File: src/rtl/cpu_pkg.sv
// Shared CPU definitions: fetch controller state encoding and the memory map
// constants used by the instruction memory, the fetch controller and the CPU top.
package cpu_pkg;

    typedef enum logic [1:0] {
        FETCH = 2'd0,
        HOLD  = 2'd1,
        HALT  = 2'd2,
        ERROR = 2'd3
    } fetch_state_t;

    localparam logic [31:0] RESET_PC_DEFAULT = 32'h0000_3000;
    localparam logic [31:0] IM_BASE_DEFAULT  = 32'h0000_3000;
    localparam int          IM_WORDS_DEFAULT = 4096;

endpackage

File: src/rtl/fetch_ctrl_if.sv
// Fetch-side bus bundle: the IM request/ack channel and the decode valid/ready
// channel. The master modport is the fetch controller's view.
interface fetch_ctrl_if;

    logic        im_req;
    logic [31:0] im_addr;
    logic        im_ack;
    logic [31:0] im_rdata;
    logic        inst_valid;
    logic        inst_ready;
    logic [31:0] inst;
    logic [31:0] inst_pc;

    modport master (
        output im_req, im_addr, inst_valid, inst, inst_pc,
        input  im_ack, im_rdata, inst_ready
    );

    modport slave (
        input  im_req, im_addr, inst_valid, inst, inst_pc,
        output im_ack, im_rdata, inst_ready
    );

endinterface

File: src/rtl/fetch_ctrl_pc_range_chk.sv
// Combinational IM window check for a candidate PC: word aligned and inside
// [IM_BASE, IM_BASE + 4*IM_WORDS). The compare is done on 33 bits so a window
// ending exactly at 2^32 does not wrap to zero.
module pc_range_chk
    import cpu_pkg::*;
#(
    parameter logic [31:0] IM_BASE  = IM_BASE_DEFAULT,
    parameter int          IM_WORDS = IM_WORDS_DEFAULT
) (
    input  logic [31:0] addr,
    output logic        ok
);

    localparam logic [32:0] WIN_LO = {1'b0, IM_BASE};
    localparam logic [32:0] WIN_HI = WIN_LO + (33'(IM_WORDS) << 2);

    logic [32:0] addr_x;

    assign addr_x = {1'b0, addr};
    assign ok     = (addr[1:0] == 2'b00) && (addr_x >= WIN_LO) && (addr_x < WIN_HI);

endmodule

File: src/rtl/fetch_ctrl.sv
// Instruction fetch controller: owns the PC, fetches one word at a time from
// IM, holds it for decode until consumed, and handles redirects, halt and
// out-of-window fetch traps. All status outputs are registered.
module fetch_ctrl
    import cpu_pkg::*;
#(
    parameter logic [31:0] RESET_PC = RESET_PC_DEFAULT,
    parameter logic [31:0] IM_BASE  = IM_BASE_DEFAULT,
    parameter int          IM_WORDS = IM_WORDS_DEFAULT
) (
    input  logic         clk,
    input  logic         reset,
    fetch_ctrl_if.master bus,
    input  logic         redirect_valid,
    input  logic [31:0]  redirect_target,
    input  logic         halt,
    output logic         halted,
    output logic         fetch_err,
    output logic [31:0]  inst_count
);

    fetch_state_t state;
    fetch_state_t state_nxt;

    logic [31:0] pc;
    logic [31:0] pc_seq;
    logic [31:0] next_pc;
    logic        next_ok;
    logic        consume;
    logic        load_pc;
    logic        capture;

    logic        im_req_r;
    logic        inst_valid_r;
    logic        halted_r;
    logic        fetch_err_r;
    logic [31:0] inst_r;
    logic [31:0] inst_pc_r;
    logic [31:0] inst_count_r;

    // A redirect always wins over sequencing, so only one candidate PC ever
    // needs checking in a given cycle.
    assign pc_seq  = pc + 32'd4;
    assign next_pc = redirect_valid ? redirect_target : pc_seq;
    assign consume = (state == HOLD) && bus.inst_ready;

    pc_range_chk #(
        .IM_BASE  (IM_BASE),
        .IM_WORDS (IM_WORDS)
    ) u_range_chk (
        .addr (next_pc),
        .ok   (next_ok)
    );

    // Next-state decision: halt, then trap on the new PC, then redirect/sequencing, then capture.
    always_comb begin
        state_nxt = state;
        load_pc   = 1'b0;
        capture   = 1'b0;
        case (state)
            FETCH, HOLD: begin
                if (halt) begin
                    state_nxt = HALT;
                end else if (redirect_valid || consume) begin
                    load_pc   = 1'b1;
                    state_nxt = next_ok ? FETCH : ERROR;
                end else if ((state == FETCH) && bus.im_ack) begin
                    capture   = 1'b1;
                    state_nxt = HOLD;
                end
            end
            default: begin
                state_nxt = state;
            end
        endcase
    end

    // State, PC, held instruction, consumed counter and registered status outputs.
    always_ff @(posedge clk or negedge reset) begin
        if (!reset) begin
            state        <= FETCH;
            pc           <= RESET_PC;
            inst_r       <= 32'd0;
            inst_pc_r    <= 32'd0;
            inst_count_r <= 32'd0;
            im_req_r     <= 1'b1;
            inst_valid_r <= 1'b0;
            halted_r     <= 1'b0;
            fetch_err_r  <= 1'b0;
        end else begin
            state        <= state_nxt;
            im_req_r     <= (state_nxt == FETCH);
            inst_valid_r <= (state_nxt == HOLD);
            halted_r     <= (state_nxt == HALT);
            fetch_err_r  <= (state_nxt == ERROR);
            if (load_pc) begin
                pc <= next_pc;
            end
            if (capture) begin
                inst_r    <= bus.im_rdata;
                inst_pc_r <= pc;
            end
            if (consume) begin
                inst_count_r <= inst_count_r + 32'd1;
            end
        end
    end

    assign bus.im_req     = im_req_r;
    assign bus.im_addr    = pc;
    assign bus.inst_valid = inst_valid_r;
    assign bus.inst       = inst_r;
    assign bus.inst_pc    = inst_pc_r;
    assign halted         = halted_r;
    assign fetch_err      = fetch_err_r;
    assign inst_count     = inst_count_r;

endmodule
File: src/flat_wrapper.sv
// flat-port wrapper written by rule: the top's interface ports become plain ports
module fetch_ctrl_flat import cpu_pkg::*;
#(
    parameter logic [31:0] RESET_PC = RESET_PC_DEFAULT,
    parameter logic [31:0] IM_BASE  = IM_BASE_DEFAULT,
    parameter int          IM_WORDS = IM_WORDS_DEFAULT
)
  (clk, reset, redirect_valid, redirect_target, halt, halted, fetch_err, inst_count, bus_im_req, bus_im_addr, bus_inst_valid, bus_inst, bus_inst_pc, bus_im_ack, bus_im_rdata, bus_inst_ready);
  fetch_ctrl_if bus_i ();
  input  logic clk;
  input  logic reset;
  input  logic redirect_valid;
  input  logic [31:0] redirect_target;
  input  logic halt;
  output logic halted;
  output logic fetch_err;
  output logic [31:0] inst_count;
  output wire logic [$bits(bus_i.im_req)-1:0] bus_im_req;
  output wire logic [$bits(bus_i.im_addr)-1:0] bus_im_addr;
  output wire logic [$bits(bus_i.inst_valid)-1:0] bus_inst_valid;
  output wire logic [$bits(bus_i.inst)-1:0] bus_inst;
  output wire logic [$bits(bus_i.inst_pc)-1:0] bus_inst_pc;
  input wire logic [$bits(bus_i.im_ack)-1:0] bus_im_ack;
  input wire logic [$bits(bus_i.im_rdata)-1:0] bus_im_rdata;
  input wire logic [$bits(bus_i.inst_ready)-1:0] bus_inst_ready;
  assign bus_im_req = bus_i.im_req;
  assign bus_im_addr = bus_i.im_addr;
  assign bus_inst_valid = bus_i.inst_valid;
  assign bus_inst = bus_i.inst;
  assign bus_inst_pc = bus_i.inst_pc;
  assign bus_i.im_ack = bus_im_ack;
  assign bus_i.im_rdata = bus_im_rdata;
  assign bus_i.inst_ready = bus_inst_ready;
  fetch_ctrl #(.RESET_PC(RESET_PC), .IM_BASE(IM_BASE), .IM_WORDS(IM_WORDS)) u_core (.clk(clk), .reset(reset), .bus(bus_i), .redirect_valid(redirect_valid), .redirect_target(redirect_target), .halt(halt), .halted(halted), .fetch_err(fetch_err), .inst_count(inst_count));
endmodule
File: config.mk
export PLATFORM = sky130hd
export DESIGN_NAME = fetch_ctrl_flat
export DESIGN_NICKNAME = d
export VERILOG_FILES = /design/src/rtl/cpu_pkg.sv /design/src/rtl/fetch_ctrl_if.sv /design/src/rtl/fetch_ctrl_pc_range_chk.sv /design/src/rtl/fetch_ctrl.sv /design/src/flat_wrapper.sv
export SDC_FILE = /design/constraint.sdc
export NUM_CORES = 1
export LEC_CHECK = 0
export BUFFER_PORTS_ARGS = -buffer_cell sky130_fd_sc_hd__buf_2
export CORE_ASPECT_RATIO = 2
export CORE_MARGIN = 2
export CORE_UTILIZATION = 30
export CTS_CLUSTER_SIZE = 28
export DETAILED_ROUTE_END_ITERATION = 12
export GPL_TIMING_DRIVEN = 0
export PLACE_DENSITY = 0.52
export SLEW_MARGIN = 5
export SYNTH_ARGS = -nofsm -noshare
export SYNTH_HDL_FRONTEND = slang
export SYNTH_HIERARCHICAL = 1
export SYNTH_SLANG_ARGS = --single-unit
File: constraint.sdc
create_clock -name clk -period 3.95 [get_ports clk]
set_clock_uncertainty 0.1 [all_clocks]
set_input_delay 0.5925 -clock clk [delete_from_list [all_inputs] [get_ports clk]]
set_output_delay 0.5925 -clock clk [all_outputs]
set_load 0.01 [all_outputs]
==> metrics.md <==
| Metric | Value |
|---|---|
| Status | `finished, final reports clean` |
| Largest net degree at the start of global routing | `77` |
| Final Net Count | `approximately 950` |
| Setup TNS | `0 ns` |
| Area of the core | `between 0.02 and 0.025 mm2` |
| # IOs | `a little over 200` |
| Placer Congestion | `around 0.88` |
| Critical path class | `reg2reg` |
| Fin. max-slew vios | `0` |
| Worst-path cell chain | `ha_1 > nand4_2 > or4_4 > or2_1 > a221o_1 > nor4_2 > nand2_1 > nor3_2 > o21ai_0 > nor2b_1 > o22a_1` |
| Post-Synthesis Cell Area | `around 0.0069 mm2` |
| Yosys warning count | `6` |
| Routed wire length | `~24000 um` |
| Reg-to-reg slack, setup | `0.13 ns` |
| Actual slew at the worst max-slew pin | `~0.86 ns` |
| Slew margin rel. | `0.421` |
| Crit-path max FO | `7` |
| Pwr Total | `3.14 mW` |
| Layout cell share with drive strength beyond 1 | `0.383` |
| Layout Utilization | `0.392` |
| H-tree depth | `4` |
| Clk_lat worst skew | `0.44 ns` |
| Leak | `between 4 and 5 nW` |
| Grt ovf | `0` |
| Peak Freq | `262 MHz` |
| Buffers on Ports | `200` |
| GRT Overall Usage | `0.196` |
| Maximum VDD drop | `~0.00032 V` |
| RR Endpoint | `u_core/state[0]` |
| WP data required | `4.18 ns` |
| CTS Sinks | `approximately 130` |
| Comb power frac | `0.069` |
| Hold Fails Final Rpt | `0` |
| # hold bufs at CTS | `0` |
| Antenna-violating nets left | `0` |
| Final setup fails | `0` |
| WL/cell | `20.1 um` |
| Sw frac | `0.241` |
| P per Cell Area | `about 360 mW/mm2` |
| Slowest Stage Delay on Critical Path | `roughly 0.65 ns` |
| Detailed-router iteration count before antenna repair | `5` |
| Starting Density | `0.304` |
| Critical path endpoint category | `flip-flop` |
| Clock Path Buffers | `2` |
| Vias in the first global route | `approximately 6300` |
| First-pass GRT wire length | `between 30000 and 40000 um` |
| Root buffer cell | `clkbuf_16` |
| Slowest stage cell on the critical path | `or4_4` |
| Syn Inst Count | `about 660` |
| Fin crit period | `between 3 and 4 ns` |
| Syn-to-layout area delta | `28.8%` |
| Die ar. | `0.0242 mm2` |
| Final Cycle Share | `0.967` |
| WP data arrival | `4.05 ns` |
| Drt via density | `5.30` |
| Iter 0 DRT Violations | `around 360` |
| Syn avg cell area | `10.5 um2` |
| Chip Width | `between 100 and 150 um` |
| Num CTS Buffers | `17` |
| Worst Reg-to-Reg Cells | `11` |
| Tightest Hold Check Type | `in2async` |
| DR vias | `between 6000 and 7000` |
| R2R Path Start | `u_core/bus.im_addr[2]` |
| Sequential cell fraction of total power | `0.450` |
| Initial antenna violation count | `0` |
| Post-DP Area | `roughly 0.0082 mm2` |
| Clock power frac | `0.481` |
| Final instance area | `around 0.009 mm2` |
| Total inserted antenna cells | `0` |
| Hold WS | `between 0.015 and 0.02 ns` |
| Switch Pwr | `approximately 0.76 mW` |
| Syn nets | `728` |
| Placed wire-length estimate | `~18000 um` |
| Clk slew on worst S/H paths | `around 0.06 ns` |
| Startpoint types | `flip-flop` |
| Pint | `around 2.4 mW` |
| DRC | `0` |
| Row cnt | `slightly below 80` |
| CTS tree | `built` |
| MaxCap Viol Count | `0` |
| RSZ-0062 raised after global routing | `false` |
| Die span in y | `218 um` |
-- area by class of cell --
cell class	count	area, um2
well taps	280	350
flip-flops and latches	134	3360
multi-input cells	466	3290
clock buffers	22	474
fillers	2295	13700
plain buffers	47	209
inverters	9	33.8
repair buffers	202	1040
clock inverters	8	76.3
-- routing by layer --
layer,track usage,wire length [um],vias up
met4,0.134,1380,0
met2,0.370,13100,226
met1,0.193,7960,3043
met3,0.0347,1030,65
met5,0,0,-
li1,-,-,2856
-- power by group through the flow --
stage	logic (mW)	registers (mW)	clock network (mW)
after CTS	0.221	1.42	1.56
after global routing	0.238	1.42	1.62
after detailed placement	0.220	1.44	0
after floorplan	0.0781	1.45	0
final	0.217	1.42	1.51
after global placement	0.215	1.44	0
-- layout by cell type, fill, tap and decap left out, drive strengths merged, types with 3 or more instances in the layout --
| cell | count |
|---|---|
| nor3 | 27 |
| inv | 9 |
| nand4b | 3 |
| o21ai | 23 |
| o31a | 3 |
| dfrtp | 131 |
| mux2 | 69 |
| xor2 | 6 |
| clkinv | 4 |
| xnor2 | 33 |
| clkinvlp | 3 |
| or2 | 3 |
| and4 | 7 |
| a221o | 8 |
| a31oi | 4 |
| nor4 | 19 |
| o22ai | 14 |
| and3 | 12 |
| clkbuf | 45 |
| buf | 226 |
| or4 | 4 |
| a211oi | 10 |
| nand4 | 27 |
| dfstp | 3 |
| nor2 | 31 |
| a21oi | 5 |
| nand3 | 43 |
| nor2b | 10 |
| nand2 | 58 |
| mux2i | 6 |
| a22oi | 8 |
-- worst max-delay path by stage --
stage | from | end | depth (start not counted)
6_report | u_core/bus.im_addr[2] | u_core/state[0] | 11
5_1_grt | u_core/bus.im_addr[2] | u_core/state[0] | 11
4_1_cts | u_core/bus.im_addr[2] | u_core/state[0] | 11
3_5_place_dp | redirect_valid | u_core/state[0] | 12
3_3_place_gp | redirect_valid | u_core/state[0] | 12
2_1_floorplan | u_core/bus.im_addr[2] | u_core/state[0] | 11
-- per-stage QoR --
stage | setup slack (ns) | std cells
after global routing | 0.0180 | 1168
after CTS | 0.148 | 1167
after global placement | -0.245 | 1136
after floorplan | 0.786 | 656
after detailed placement | -0.224 | 1137
final | 0.129 | 1168
-- what timing repair did --
action                                  CTS  global route
buffers inserted                          0             1
endpoints found under the hold margin     0             0
resized for setup                         2             1
pin swaps                                 0             1
endpoints found under the setup margin    1             1
-- registers in the layout, indices dropped and copies added, names as in the netlist --
signal	count
u_core/bus.im_addr	32
u_core/bus.im_req	1
u_core/bus.inst	32
u_core/bus.inst_pc	32
u_core/bus.inst_valid	1
u_core/fetch_err	1
u_core/halted	1
u_core/inst_count	32
u_core/state	2
-- critical path: cells and delay by family (launching register included) --
kind            cells  cell delay, ns
simple gates        7            2.16
compound gates      3            0.66
flops               1            0.49
fa+ha+maj           1            0.29
Note: power is estimated with default switching activity, not from simulation.
